===== src/rtl/key_conditioner.sv =====
`default_nettype none
// ============================================================================
//  Module      : key_conditioner
//  Description : Push-button synchroniser, tick-sampled debouncer and
//                press/release/auto-repeat event generator.
//  Revision    : 1.0 - initial release
// ============================================================================
module key_conditioner #(
    parameter int                N_KEYS       = 4,
    parameter int                ACTIVE_LOW   = 1,
    parameter int                STABLE_TICKS = 3,
    parameter int                REPEAT_DELAY = 20,
    parameter int                REPEAT_RATE  = 5,
    parameter logic [N_KEYS-1:0] REPEAT_MASK  = 4'b0111
) (
    input  logic              CLOCK_50,
    input  logic              reset,
    input  logic              tick_input,
    input  logic [N_KEYS-1:0] raw_keys,
    output logic [N_KEYS-1:0] key_level,
    output logic [N_KEYS-1:0] key_press,
    output logic [N_KEYS-1:0] key_release,
    output logic [N_KEYS-1:0] key_fire
);

    localparam int                 c_deb_w      = $clog2(STABLE_TICKS + 1);
    localparam int                 c_rep_w      = $clog2(REPEAT_DELAY + 1);
    localparam logic [c_deb_w-1:0] c_deb_last   = c_deb_w'(STABLE_TICKS - 1);
    localparam logic [c_rep_w-1:0] c_rep_delay  = c_rep_w'(REPEAT_DELAY);
    localparam logic [c_rep_w-1:0] c_rep_reload = c_rep_w'(REPEAT_DELAY - REPEAT_RATE);
    // Idle (released) pin level, so the synchroniser wakes up without a press.
    localparam logic               c_released   = (ACTIVE_LOW != 0);

    for (genvar gi = 0; gi < N_KEYS; gi++) begin : g_key
        logic               r_sync1_q, w_sync1_d;
        logic               r_sync2_q, w_sync2_d;
        logic               r_level_q, w_level_d;
        logic [c_deb_w-1:0] r_deb_cnt_q, w_deb_cnt_d;
        logic               r_press_q, w_press_d;
        logic               r_release_q, w_release_d;
        logic               r_fire_q, w_fire_d;
        logic               w_pressed;
        logic               w_rep_pulse;

        always_comb begin
            w_sync1_d   = raw_keys[gi];
            w_sync2_d   = r_sync1_q;
            w_pressed   = (ACTIVE_LOW != 0) ? ~r_sync2_q : r_sync2_q;
            w_level_d   = r_level_q;
            w_deb_cnt_d = r_deb_cnt_q;
            w_press_d   = 1'b0;
            w_release_d = 1'b0;
            if (tick_input) begin
                if (w_pressed == r_level_q) begin
                    w_deb_cnt_d = '0;
                end else if (r_deb_cnt_q == c_deb_last) begin
                    w_level_d   = ~r_level_q;
                    w_deb_cnt_d = '0;
                    w_press_d   = ~r_level_q;
                    w_release_d = r_level_q;
                end else begin
                    w_deb_cnt_d = r_deb_cnt_q + c_deb_w'(1);
                end
            end
            w_fire_d = w_press_d | w_rep_pulse;
        end

        always_ff @(posedge CLOCK_50) begin
            if (reset) begin
                r_sync1_q   <= c_released;
                r_sync2_q   <= c_released;
                r_level_q   <= 1'b0;
                r_deb_cnt_q <= '0;
                r_press_q   <= 1'b0;
                r_release_q <= 1'b0;
                r_fire_q    <= 1'b0;
            end else begin
                r_sync1_q   <= w_sync1_d;
                r_sync2_q   <= w_sync2_d;
                r_level_q   <= w_level_d;
                r_deb_cnt_q <= w_deb_cnt_d;
                r_press_q   <= w_press_d;
                r_release_q <= w_release_d;
                r_fire_q    <= w_fire_d;
            end
        end

        if (REPEAT_MASK[gi]) begin : g_rep
            logic [c_rep_w-1:0] r_rep_cnt_q, w_rep_cnt_d;
            logic [c_rep_w-1:0] w_rep_inc;

            // The reload value is below the delay, so the count never wraps.
            always_comb begin
                w_rep_cnt_d = r_rep_cnt_q;
                w_rep_inc   = r_rep_cnt_q + c_rep_w'(1);
                w_rep_pulse = 1'b0;
                if (!r_level_q) begin
                    w_rep_cnt_d = '0;
                end else if (tick_input) begin
                    if (w_press_d | w_release_d) begin
                        w_rep_cnt_d = '0;
                    end else if (w_rep_inc == c_rep_delay) begin
                        w_rep_pulse = 1'b1;
                        w_rep_cnt_d = c_rep_reload;
                    end else begin
                        w_rep_cnt_d = w_rep_inc;
                    end
                end
            end

            always_ff @(posedge CLOCK_50) begin
                if (reset) begin
                    r_rep_cnt_q <= '0;
                end else begin
                    r_rep_cnt_q <= w_rep_cnt_d;
                end
            end
        end else begin : g_no_rep
            assign w_rep_pulse = 1'b0;
        end

        assign key_level[gi]   = r_level_q;
        assign key_press[gi]   = r_press_q;
        assign key_release[gi] = r_release_q;
        assign key_fire[gi]    = r_fire_q;
    end

endmodule
`default_nettype wire

===== config.mk =====
export PLATFORM = sky130hd
export DESIGN_NAME = key_conditioner
export DESIGN_NICKNAME = d
export VERILOG_FILES = /design/src/rtl/key_conditioner.sv
export SDC_FILE = /design/constraint.sdc
export NUM_CORES = 1
export LEC_CHECK = 0
export BUFFER_PORTS_ARGS = -buffer_cell sky130_fd_sc_hd__buf_2
export CORE_MARGIN = 2
export CORE_UTILIZATION = 40
export CTS_CLUSTER_DIAMETER = 50
export DETAILED_ROUTE_END_ITERATION = 8
export SYNTH_ARGS = -nofsm -noshare
export SYNTH_HDL_FRONTEND = slang
export SYNTH_SLANG_ARGS = --single-unit

===== constraint.sdc =====
create_clock -name CLOCK_50 -period 1.8 [get_ports CLOCK_50]
set_input_delay 0.27 -clock CLOCK_50 [delete_from_list [all_inputs] [get_ports CLOCK_50]]
set_output_delay 0.27 -clock CLOCK_50 [all_outputs]
set_load 0.01 [all_outputs]

==> impl_metrics.tcl, run 1 <==
set metrics [dict create \
    utilization_pct 44.0 \
    power.share.switching_pct 22.0 \
    grt_usage_pct 12.8 \
    gp_congestion 0.776 \
    synth_warnings 0 \
    status "finished clean" \
    io_buffer_count 22 \
    critical-path-max-stage-delay_ns 0.53 \
    critical_path.endpoint_type "flop" \
    grt_pass1_wl_um 5520 \
    initial_utilization_pct 40.8 \
    clk_transition_reported_paths_ns 0.08 \
    holdBufCountCts 0 \
    crit_path_cell_trace "ha_1 -> nor3b_1 -> a21oi_1 -> a211oi_1" \
    route.detailed.vias_per_inst 4.94 \
    timing.final.max_slew_violations 0 \
    ant_nets 0 \
    cp.required_ns 2.02 \
    timing.fmax_mhz 632 \
    die_width_um 75.5 \
    synthesis.nets 244 \
    finalSetupViolCount 0 \
    cp_top_family "simple AND/OR/NAND/NOR gates" \
    path_max_fanout 5 \
    synth_enable_flop_cells 0 \
    grt_start_max_net_pins 23 \
    synth_top_cell_by_area "sky130_fd_sc_hd__dfxtp_1" \
    drt_iter0_drc 132 \
    gr-total-overflow 0 \
    synth_sequential_area_ratio_pct 45.0 \
    comb_power_share_pct 3.9 \
    cts_inserted_buffers 5 \
    irDropWorstVdd_uv 370 \
    crit_buf_inv 0 \
    finalNetCount 249 \
    drt-pass1-iter-count 4 \
    timing.hold.worst.class "in2reg" \
    clock_sinks 46 \
    clock_tree.buffer_depth 2 \
    ys.flop_type "sky130_fd_sc_hd__dfxtp_1" \
    synthDominantCellAreaShare_pct 45.0 \
    hold_viol_final 0 \
    drive_gt1_share_pct 20.4 \
    route.vias.total 1532 \
    max_slew.worst_pin.slew_ns 0.592 \
    placementRows 26 \
    crit_type "reg2reg" \
    dp.final_hpwl_um 2310 \
    placed_cells_incl_taps 302 \
    total_net_switching_power_mw 0.386 \
    post_drt_wl_per_cell_um 11.1 \
    top_level_ports 23 \
    postSynthRegisterBits 46 \
    worst-endpoint-arrival_ns 1.80 \
    core-area_um2 5010 \
    synth_top_cells_by_area "sky130_fd_sc_hd__dfxtp_1 (45%), sky130_fd_sc_hd__buf_4 (5.9%), sky130_fd_sc_hd__a21oi_1 (5.4%), sky130_fd_sc_hd__nand2_1 (4.2%), sky130_fd_sc_hd__nor2_1 (2.9%)" \
    crit_path_start_kind "flop" \
    diode_insertion_count_for_antenna_repair 0 \
    finish.cell_count_without_fillers 310 \
    internal_power_mw 1.37 \
    post-route-period-util_pct 88.0 \
    period_needed_ns 1.58 \
    clock_latency_on_the_worst_skew_pair_ns 0.29 \
    number_of_antenna_violations_at_the_first_check_in_global_routing 0 \
    relative_slew_slack_pct 60.5 \
    seq_power_share_pct 59.0 \
    via_count_of_the_first_global_routing_pass 1230 \
    p_leak_nw 0.819 \
    fill_cells 525 \
    share_clk_of_total_power_pct 37.2 \
    netlist_area_um2 2050 \
    gate_count_post_synth 234 \
    count_of_h_tree_levels_built_during_cts 2 \
    detail_route.drc_violations 0 \
    netlist-cell-type-count 43 \
    floorplan.die.height_um 75.5 \
    drv.max_cap_violation_count 0 \
    final.setup_skew_ns 0.00429 \
    postSynthAreaPerCell_um2 8.74 \
    cts_root_buf "sky130_fd_sc_hd__clkbuf_8" \
    final.setup.tns_ns 0 \
    async_flop_share_pct 0 \
    post_cts_buffers 0 \
    worst_path_max_delay_cell "sky130_fd_sc_hd__nor3b_1" \
    resize_count_post_cts 0 \
    totalWireLength_um 3450 \
    p_r_area_growth_vs_syn_pct 7.83 \
    cts_tree "built" \
    grt_setup_unrepaired "no" \
    powerDensity_nw_per_um2 794 \
    die_area_um2 5700 \
]
[per-stage QoR]
| step | area (um2) | worst slack [ns] | hold WS, ns | power [mW] |
|---|---|---|---|---|
| 3_3_place_gp | 2110 | 0.339 | 0.392 | 1.13 |
| 3_5_place_dp | 2110 | 0.257 | 0.396 | 1.13 |
| 4_1_cts | 2210 | 0.229 | 0.135 | 1.79 |
| 5_1_grt | 2210 | 0.0424 | 0.137 | 1.83 |
| 2_1_floorplan | 2050 | 0.437 | 0.374 | 1.10 |
| 6_report | 2210 | 0.216 | 0.149 | 1.75 |
[state kept, by name, indices dropped and copies added, names as in the netlist]
name,flops
g_key.r_release_q,4
g_key.r_sync1_q,4
g_key.r_fire_q,4
g_key.r_sync2_q,4
g_key.r_deb_cnt_q,8
g_key.g_rep.r_rep_cnt_q,15
g_key.r_press_q,3
g_key.r_level_q,4
[final timing paths]
check	start	slack [ns]	cells past startpoint	to
max	g_key[1].g_rep.r_rep_cnt_q[0]$_SDFFE_PP0P_	0.22	4	g_key[1].g_rep.r_rep_cnt_q[1]$_SDFFE_PP0P_
min	raw_keys[2]	0.15	2	g_key[2].r_sync1_q$_SDFF_PP1_
max reg2reg	g_key[1].g_rep.r_rep_cnt_q[0]$_SDFFE_PP0P_	0.22	4	g_key[1].g_rep.r_rep_cnt_q[1]$_SDFFE_PP0P_
min reg2reg	g_key[3].r_sync1_q$_SDFF_PP1_	0.41	1	g_key[3].r_sync2_q$_SDFF_PP1_
[power by group through the flow]
stage / combinational, mW / clock [mW] / sequential, mW
3_5_place_dp: 0.0686 / 0 / 1.06
3_3_place_gp: 0.0683 / 0 / 1.06
6_report: 0.0677 / 0.651 / 1.03
2_1_floorplan: 0.0468 / 0 / 1.06
4_1_cts: 0.0684 / 0.686 / 1.03
5_1_grt: 0.0759 / 0.719 / 1.03
[per-layer routing]
layer | vias to the layer above | routed length, um | share of wire (%) | track usage, %
li1 | 807 | - | - | -
met1 | 699 | 1690 | 49 | 16.4
met2 | 21 | 1580 | 46 | 19.2
met3 | 5 | 129 | 3.7 | 3.97
met4 | 0 | 49 | 1.4 | 7.02
met5 | - | 0 | 0 | 0
[logic make-up after synthesis]
logic type,share of synthesized area [%]
AOI/OAI and AO/OA,14.0
xor gates and xnor gates,2.14
adders and majority gates,1.84
buffers and inverters,9.11
DFF,45.0
muxes,1.22
and+or+nand+nor,26.7
[layout by cell type, fill, tap and decap left out, drive strengths merged, types with 2 or more instances in the layout]
cell type	netlist	layout
dfxtp	46	46
ha	3	3
inv	6	6
nand2	23	23
clkbuf	9	7
a211oi	3	3
o21ai	8	8
nor4	4	4
nand3	8	8
nor3b	3	3
nor3	7	7
buf	18	25
nand2b	6	6
xor2	4	4
nand3b	6	6
o22ai	2	2
nand4	2	2
or2	9	9
a21oi	22	22
or3	3	3
nand4b	3	3
o211ai	2	2
nor2b	3	3
nor2	17	17
[worst register-to-register path, cell delays in order (launching register included)]
cell and delay (ns):
sky130_fd_sc_hd__dfxtp_1 0.37, sky130_fd_sc_hd__ha_1 0.23, sky130_fd_sc_hd__nor3b_1 0.53, sky130_fd_sc_hd__a21oi_1 0.14, sky130_fd_sc_hd__a211oi_1 0.24
[cell type report]
type	count	area [um2]	area share [%]
Clock buffer	7	86.3	3.91
Multi-Input combinational cell	155	938	42.5
Timing Repair Buffer	25	145	6.58
Inverter	6	22.5	1.02
Sequential cell	46	921	41.7
Clock inverter	1	5.00	0.227
Tap cell	70	87.6	3.97
[synthesized netlist by cell type (2+ instances only)]
cell	number
sky130_fd_sc_hd__a211oi_1	3
sky130_fd_sc_hd__a21oi_1	22
sky130_fd_sc_hd__buf_2	2
sky130_fd_sc_hd__buf_4	16
sky130_fd_sc_hd__clkbuf_1	9
sky130_fd_sc_hd__dfxtp_1	46
sky130_fd_sc_hd__ha_1	3
sky130_fd_sc_hd__inv_1	6
sky130_fd_sc_hd__nand2_1	23
sky130_fd_sc_hd__nand2b_1	6
sky130_fd_sc_hd__nand3_1	8
sky130_fd_sc_hd__nand3b_1	6
sky130_fd_sc_hd__nand4_1	2
sky130_fd_sc_hd__nand4b_1	3
sky130_fd_sc_hd__nor2_1	16
sky130_fd_sc_hd__nor2b_1	3
sky130_fd_sc_hd__nor3_1	7
sky130_fd_sc_hd__nor3b_1	3
sky130_fd_sc_hd__nor4_1	4
sky130_fd_sc_hd__o211ai_1	2
sky130_fd_sc_hd__o21ai_0	8
sky130_fd_sc_hd__o22ai_1	2
sky130_fd_sc_hd__or2_2	9
sky130_fd_sc_hd__or3_1	3
sky130_fd_sc_hd__xor2_1	4
Power figures use the tool's default switching activity.
==> run 2, diff against run 1 <==
--- a/config.mk
+++ b/config.mk
@@ -10,4 +10,6 @@
 export CORE_UTILIZATION = 40
+export CTS_BUF_LIST = sky130_fd_sc_hd__clkbuf_16
 export CTS_CLUSTER_DIAMETER = 50
 export DETAILED_ROUTE_END_ITERATION = 8
+export SKIP_LAST_GASP = 1
 export SYNTH_ARGS = -nofsm -noshare
--- a/constraint.sdc
+++ b/constraint.sdc
@@ -3,2 +3,2 @@
 set_output_delay 0.27 -clock CLOCK_50 [all_outputs]
-set_load 0.01 [all_outputs]
+set_load 0.02 [all_outputs]
==> impl_metrics.tcl, run 2 (synthesized netlist as in run 1, its figures left out) <==
set metrics [dict create \
    number_of_antenna_violations_at_the_first_check_in_global_routing 0 \
    holdBufCountCts 0 \
    hp-start "raw_keys[0]" \
    total_net_switching_power_mw 0.413 \
    top_level_ports 23 \
    powerDensity_nw_per_um2 875 \
    totalWireLength_um 3460 \
    gr-total-overflow 0 \
    regMostFlops "g_key.g_rep.r_rep_cnt_q" \
    ant_nets 0 \
    drt_iter0_drc 128 \
    mostFrequentLayoutCell "sky130_fd_sc_hd__dfxtp_1" \
    post_drt_wl_per_cell_um 11.2 \
    comb_power_share_pct 3.4 \
    clk_transition_reported_paths_ns 0.06 \
    grt_start_max_net_pins 23 \
    cp.required_ns 2.00 \
    timing.hold.worst.class "in2reg" \
    timing.fmax_mhz 637 \
    drive_gt1_share_pct 20.0 \
    diode_insertion_count_for_antenna_repair 0 \
    power.share.switching_pct 21.0 \
    clock_latency_on_the_worst_skew_pair_ns 0.28 \
    grt_pass1_wl_um 5540 \
    core-area_um2 5010 \
    grt_usage_pct 12.6 \
    final.setup_skew_ns 0.00455 \
    final.setup.tns_ns 0 \
    r2r_cells 4 \
    finalNetCount 249 \
    hold_viol_final 0 \
    cts_inserted_buffers 5 \
    placementRows 26 \
    clock_tree.buffer_depth 2 \
    top_regs "g_key.g_rep.r_rep_cnt_q (15), g_key.r_deb_cnt_q (8)" \
    r2r_setup_slack_ns 0.23 \
    timing.rr.start "g_key[1].g_rep.r_rep_cnt_q[0]$_SDFFE_PP0P_" \
    route.detailed.vias_per_inst 4.87 \
    period_needed_ns 1.57 \
    flip_flop_count_of_the_largest_register_after_layout 15 \
    detail_route.drc_violations 0 \
    seq_power_share_pct 52.4 \
    gp_congestion 0.776 \
    critical_path.endpoint_type "flop" \
    resize_count_post_cts 0 \
    grt_setup_unrepaired "no" \
    relative_slew_slack_pct 61.6 \
    min_to "g_key[0].r_sync1_q$_SDFF_PP1_" \
    clock_sinks 46 \
    io_buffer_count 22 \
    timing.final.max_slew_violations 0 \
    p_leak_nw 0.843 \
    postPlaceCellArea_um2 2110 \
    worstReg2RegEnd "g_key[1].g_rep.r_rep_cnt_q[1]$_SDFFE_PP0P_" \
    status "finished clean" \
    internal_power_mw 1.56 \
    crit_type "reg2reg" \
    final.hold.worst_slack_ns 0.167 \
    initial_utilization_pct 40.8 \
    hold_depth 2 \
    share_clk_of_total_power_pct 44.1 \
    worst-endpoint-arrival_ns 1.77 \
    irDropWorstVdd_uv 399 \
    cts_tree "built" \
    p_r_area_growth_vs_syn_pct 10.1 \
    post-route-period-util_pct 87.2 \
    fin_area_um2 2250 \
    floorplan.die.height_um 75.5 \
    max_slew.worst_pin.slew_ns 0.575 \
    path_max_fanout 5 \
    post_cts_buffers 0 \
    route.vias.total 1510 \
    mostFrequentLayoutCells "sky130_fd_sc_hd__dfxtp_1 (46), sky130_fd_sc_hd__nand2_1 (23), sky130_fd_sc_hd__a21oi_1 (22), sky130_fd_sc_hd__buf_2 (22), sky130_fd_sc_hd__nor2_1 (16)" \
    crit_path_start_kind "flop" \
    count_of_h_tree_levels_built_during_cts 2 \
    finish.cell_count_without_fillers 310 \
    finalSetupViolCount 0 \
    drt-pass1-iter-count 4 \
    die_width_um 75.5 \
    dp.final_hpwl_um 2310 \
    via_count_of_the_first_global_routing_pass 1238 \
    drv.max_cap_violation_count 0 \
    die_area_um2 5700 \
    cts_root_buf "sky130_fd_sc_hd__clkbuf_16" \
    placed_cells_incl_taps 302 \
]
## run 2: cell types whose count changed in the layout (fill, tap and decap cells not counted), sizes merged
cell,change
inv,+1
clkinv,+1
clkbuf,-2
## run 2: through the flow
stage	util (%)	setup WS, ns	total power, mW
floorplan	-	0.437	1.10
global placement	42.2	0.339	1.13
detailed placement	42.2	0.257	1.13
CTS	45.0	0.222	2.00
global route	45.0	0.0327	2.04
finish	45.0	0.230	1.97
## run 2: final cells by class
| class | count | area [um2] |
|---|---|---|
| Inverter | 6 | 22.5 |
| Tap cell | 70 | 87.6 |
| Clock buffer | 5 | 125 |
| Timing Repair Buffer | 25 | 145 |
| Multi-Input combinational cell | 155 | 938 |
| Sequential cell | 46 | 921 |
| Clock inverter | 3 | 12.5 |
| Fill cell | 523 | 2760 |
## run 2: metal layers
layer  up-vias  track usage [%]  share of wire (%)
met5         -                0                  0
li1        808                -                  -
met4         0             5.26               0.64
met2        18             19.4                 47
met3         2             3.57                3.2
met1       682             16.7                 49
## run 2: worst max-delay path by stage
| stage | from | end | slack, ns | cells past startpoint |
|---|---|---|---|---|
| CTS | g_key[1].g_rep.r_rep_cnt_q[0]$_SDFFE_PP0P_ | g_key[1].g_rep.r_rep_cnt_q[1]$_SDFFE_PP0P_ | 0.22 | 4 |
| finish | g_key[1].g_rep.r_rep_cnt_q[0]$_SDFFE_PP0P_ | g_key[1].g_rep.r_rep_cnt_q[1]$_SDFFE_PP0P_ | 0.23 | 4 |
| floorplan | g_key[2].r_level_q$_SDFFE_PP0P_ | g_key[2].r_fire_q$_SDFF_PP0_ | 0.44 | 4 |
| global route | g_key[1].g_rep.r_rep_cnt_q[0]$_SDFFE_PP0P_ | g_key[1].g_rep.r_rep_cnt_q[1]$_SDFFE_PP0P_ | 0.03 | 4 |
| detailed placement | g_key[1].g_rep.r_rep_cnt_q[0]$_SDFFE_PP0P_ | g_key[1].g_rep.r_rep_cnt_q[1]$_SDFFE_PP0P_ | 0.26 | 4 |
| global placement | g_key[1].g_rep.r_rep_cnt_q[0]$_SDFFE_PP0P_ | g_key[1].g_rep.r_rep_cnt_q[1]$_SDFFE_PP0P_ | 0.34 | 4 |
## run 2: power by group through the flow
stage               registers (mW)  clock network (mW)  logic [mW]
global placement              1.06                   0      0.0683
finish                        1.03               0.870      0.0677
CTS                           1.03               0.902      0.0685
global route                  1.03               0.934      0.0760
detailed placement            1.06                   0      0.0686
floorplan                     1.06                   0      0.0468
## run 2: critical path, cell delays in order, from the launching register on
cell and delay (ns):
sky130_fd_sc_hd__dfxtp_1 0.37, sky130_fd_sc_hd__ha_1 0.23, sky130_fd_sc_hd__nor3b_1 0.51, sky130_fd_sc_hd__a21oi_1 0.14, sky130_fd_sc_hd__a211oi_1 0.24
==> run 3, diff against run 2 <==
==> constraint.sdc (replaced) <==
create_clock -name CLOCK_50 -period 1.8 [get_ports CLOCK_50]
set_input_delay 0.18 -clock CLOCK_50 [delete_from_list [all_inputs] [get_ports CLOCK_50]]
set_output_delay 0.18 -clock CLOCK_50 [all_outputs]
set_load 0.02 [all_outputs]
==> impl_metrics.tcl, run 3 (synthesized netlist as in run 1, its figures left out) <==
set metrics [dict create \
    total_net_switching_power_mw 0.412 \
    fill_cells 500 \
    p_leak_nw 0.867 \
    crit_path_cell_trace "ha_1 -> nor3b_1 -> a21oi_1 -> a211oi_1" \
    initial_utilization_pct 40.8 \
    seq_power_share_pct 48.9 \
    flip_flop_count_of_the_largest_register_after_layout 15 \
    grt_usage_pct 13.4 \
    drt_iter0_drc 96 \
    via_count_of_the_first_global_routing_pass 1270 \
    cts_tree "built" \
    top_regs "g_key.g_rep.r_rep_cnt_q (15), g_key.r_deb_cnt_q (8)" \
    die_width_um 75.5 \
    drv.max_cap_violation_count 0 \
    core-area_um2 5010 \
    post_cts_buffers 0 \
    timing.fmax_mhz 657 \
    clock_latency_on_the_worst_skew_pair_ns 0.28 \
    period_needed_ns 1.52 \
    critical_path.endpoint_type "flop" \
    ant_nets 0 \
    diode_insertion_count_for_antenna_repair 0 \
    final.setup.tns_ns 0 \
    holdBufCountCts 0 \
    relative_slew_slack_pct 65.7 \
    count_of_h_tree_levels_built_during_cts 2 \
    timing.final.max_slew_violations 0 \
    regMostFlops "g_key.g_rep.r_rep_cnt_q" \
    drt-pass1-iter-count 4 \
    cp.required_ns 2.00 \
    post_drt_wl_per_cell_um 11.2 \
    utilization_pct 45.7 \
    timing.rr.start "g_key[1].g_rep.r_rep_cnt_q[0]$_SDFFE_PP0P_" \
    hold_depth 2 \
    mostFrequentLayoutCells "sky130_fd_sc_hd__dfxtp_1 (46), sky130_fd_sc_hd__nand2_1 (23), sky130_fd_sc_hd__a21oi_1 (22), sky130_fd_sc_hd__buf_2 (22), sky130_fd_sc_hd__nor2_1 (16)" \
    p_r_area_growth_vs_syn_pct 11.8 \
    hp-start "raw_keys[3]" \
    clock_sinks 46 \
    min_to "g_key[3].r_sync1_q$_SDFF_PP1_" \
    grt_setup_unrepaired "no" \
    gr-total-overflow 0 \
    floorplan.die.height_um 75.5 \
    cp_top_family "simple AND/OR/NAND/NOR gates" \
    clock_tree.buffer_depth 2 \
    power.share.switching_pct 19.5 \
    die_area_um2 5700 \
    detail_route.drc_violations 0 \
    irDropWorstVdd_uv 460 \
    route.vias.total 1527 \
    crit_type "reg2reg" \
    dp.final_hpwl_um 2390 \
    finalSetupViolCount 0 \
    crit_buf_inv 0 \
    top_level_ports 23 \
    cts_root_buf "sky130_fd_sc_hd__clkbuf_16" \
    path_max_fanout 5 \
    max_slew.worst_pin.slew_ns 0.513 \
    totalWireLength_um 3510 \
    grt_pass1_wl_um 5740 \
    io_buffer_count 22 \
    final.setup_skew_ns 0.00298 \
    resize_count_post_cts 0 \
    r2r_cells 4 \
    cts_inserted_buffers 5 \
    crit_path_start_kind "flop" \
    worst_path_max_delay_cell "sky130_fd_sc_hd__nor3b_1" \
    comb_power_share_pct 3.2 \
    status "finished clean" \
    grt_start_max_net_pins 23 \
    gp_congestion 0.856 \
    worstReg2RegEnd "g_key[1].g_rep.r_rep_cnt_q[1]$_SDFFE_PP0P_" \
    r2r_setup_slack_ns 0.28 \
    critical-path-max-stage-delay_ns 0.47 \
    internal_power_mw 1.70 \
    drive_gt1_share_pct 21.0 \
    route.detailed.vias_per_inst 4.88 \
    timing.hold.worst.class "in2reg" \
    mostFrequentLayoutCell "sky130_fd_sc_hd__dfxtp_1" \
    placementRows 26 \
    post-route-period-util_pct 84.5 \
    hold_viol_final 0 \
    number_of_antenna_violations_at_the_first_check_in_global_routing 0 \
    share_clk_of_total_power_pct 47.8 \
    clk_transition_reported_paths_ns 0.06 \
    finalNetCount 252 \
    powerDensity_nw_per_um2 924 \
    worst-endpoint-arrival_ns 1.72 \
]
[run 3: changes by cell type in the layout (fill, tap and decap cells not counted), sizes merged]
cell | before | now
inv | 7 | 8
clkinv | 2 | 0
buf | 25 | 28
bufinv | 0 | 1
[run 3: stage by stage]
stage	power (mW)	area, um2	cells	hold slack, ns	setup WS [ns]
after floorplan	1.10	2050	234	0.284	0.437
after global placement	1.12	2120	305	0.362	0.337
after detailed placement	1.13	2120	305	0.366	0.309
after CTS	2.15	2290	313	0.0656	0.288
after global routing	2.19	2290	313	0.0701	0.0888
final	2.11	2290	313	0.0756	0.279
[run 3: layout make-up]
class	count	area, um2	area share, %
Clock inverter	3	37.5	1.64
Tap cell	70	87.6	3.83
Sequential cell	46	921	40.3
Timing Repair Buffer	28	155	6.78
Inverter	6	22.5	0.985
Clock buffer	5	125	5.47
Multi-Input combinational cell	155	938	41.0
[run 3: worst max path at each step]
stage | start | to | slack (ns) | cells after the start
final | g_key[1].g_rep.r_rep_cnt_q[0]$_SDFFE_PP0P_ | g_key[1].g_rep.r_rep_cnt_q[1]$_SDFFE_PP0P_ | 0.28 | 4
after floorplan | g_key[2].r_level_q$_SDFFE_PP0P_ | g_key[2].r_fire_q$_SDFF_PP0_ | 0.44 | 4
after global placement | g_key[1].g_rep.r_rep_cnt_q[0]$_SDFFE_PP0P_ | g_key[1].g_rep.r_rep_cnt_q[1]$_SDFFE_PP0P_ | 0.34 | 4
after CTS | g_key[1].g_rep.r_rep_cnt_q[0]$_SDFFE_PP0P_ | g_key[1].g_rep.r_rep_cnt_q[1]$_SDFFE_PP0P_ | 0.29 | 4
after global routing | g_key[1].g_rep.r_rep_cnt_q[0]$_SDFFE_PP0P_ | g_key[1].g_rep.r_rep_cnt_q[1]$_SDFFE_PP0P_ | 0.09 | 4
after detailed placement | g_key[1].g_rep.r_rep_cnt_q[0]$_SDFFE_PP0P_ | g_key[1].g_rep.r_rep_cnt_q[1]$_SDFFE_PP0P_ | 0.31 | 4
[run 3: power by group through the flow]
stage / Combinational [mW] / Sequential, mW / Clock (mW)
floorplan: 0.0468 / 1.06 / 0
global placement: 0.0682 / 1.06 / 0
detailed placement: 0.0688 / 1.06 / 0
CTS: 0.0690 / 1.03 / 1.04
global route: 0.0767 / 1.03 / 1.08
finish: 0.0683 / 1.03 / 1.01
[run 3: routing by layer]
layer  track usage (%)  part of all wire, %  vias to the layer above
li1                  -                    -                      815
met1              16.7                   49                      688
met2              21.2                   46                       17
met3              3.97                  3.0                        7
met4              6.43                  1.9                        0
met5                 0                    0                        -
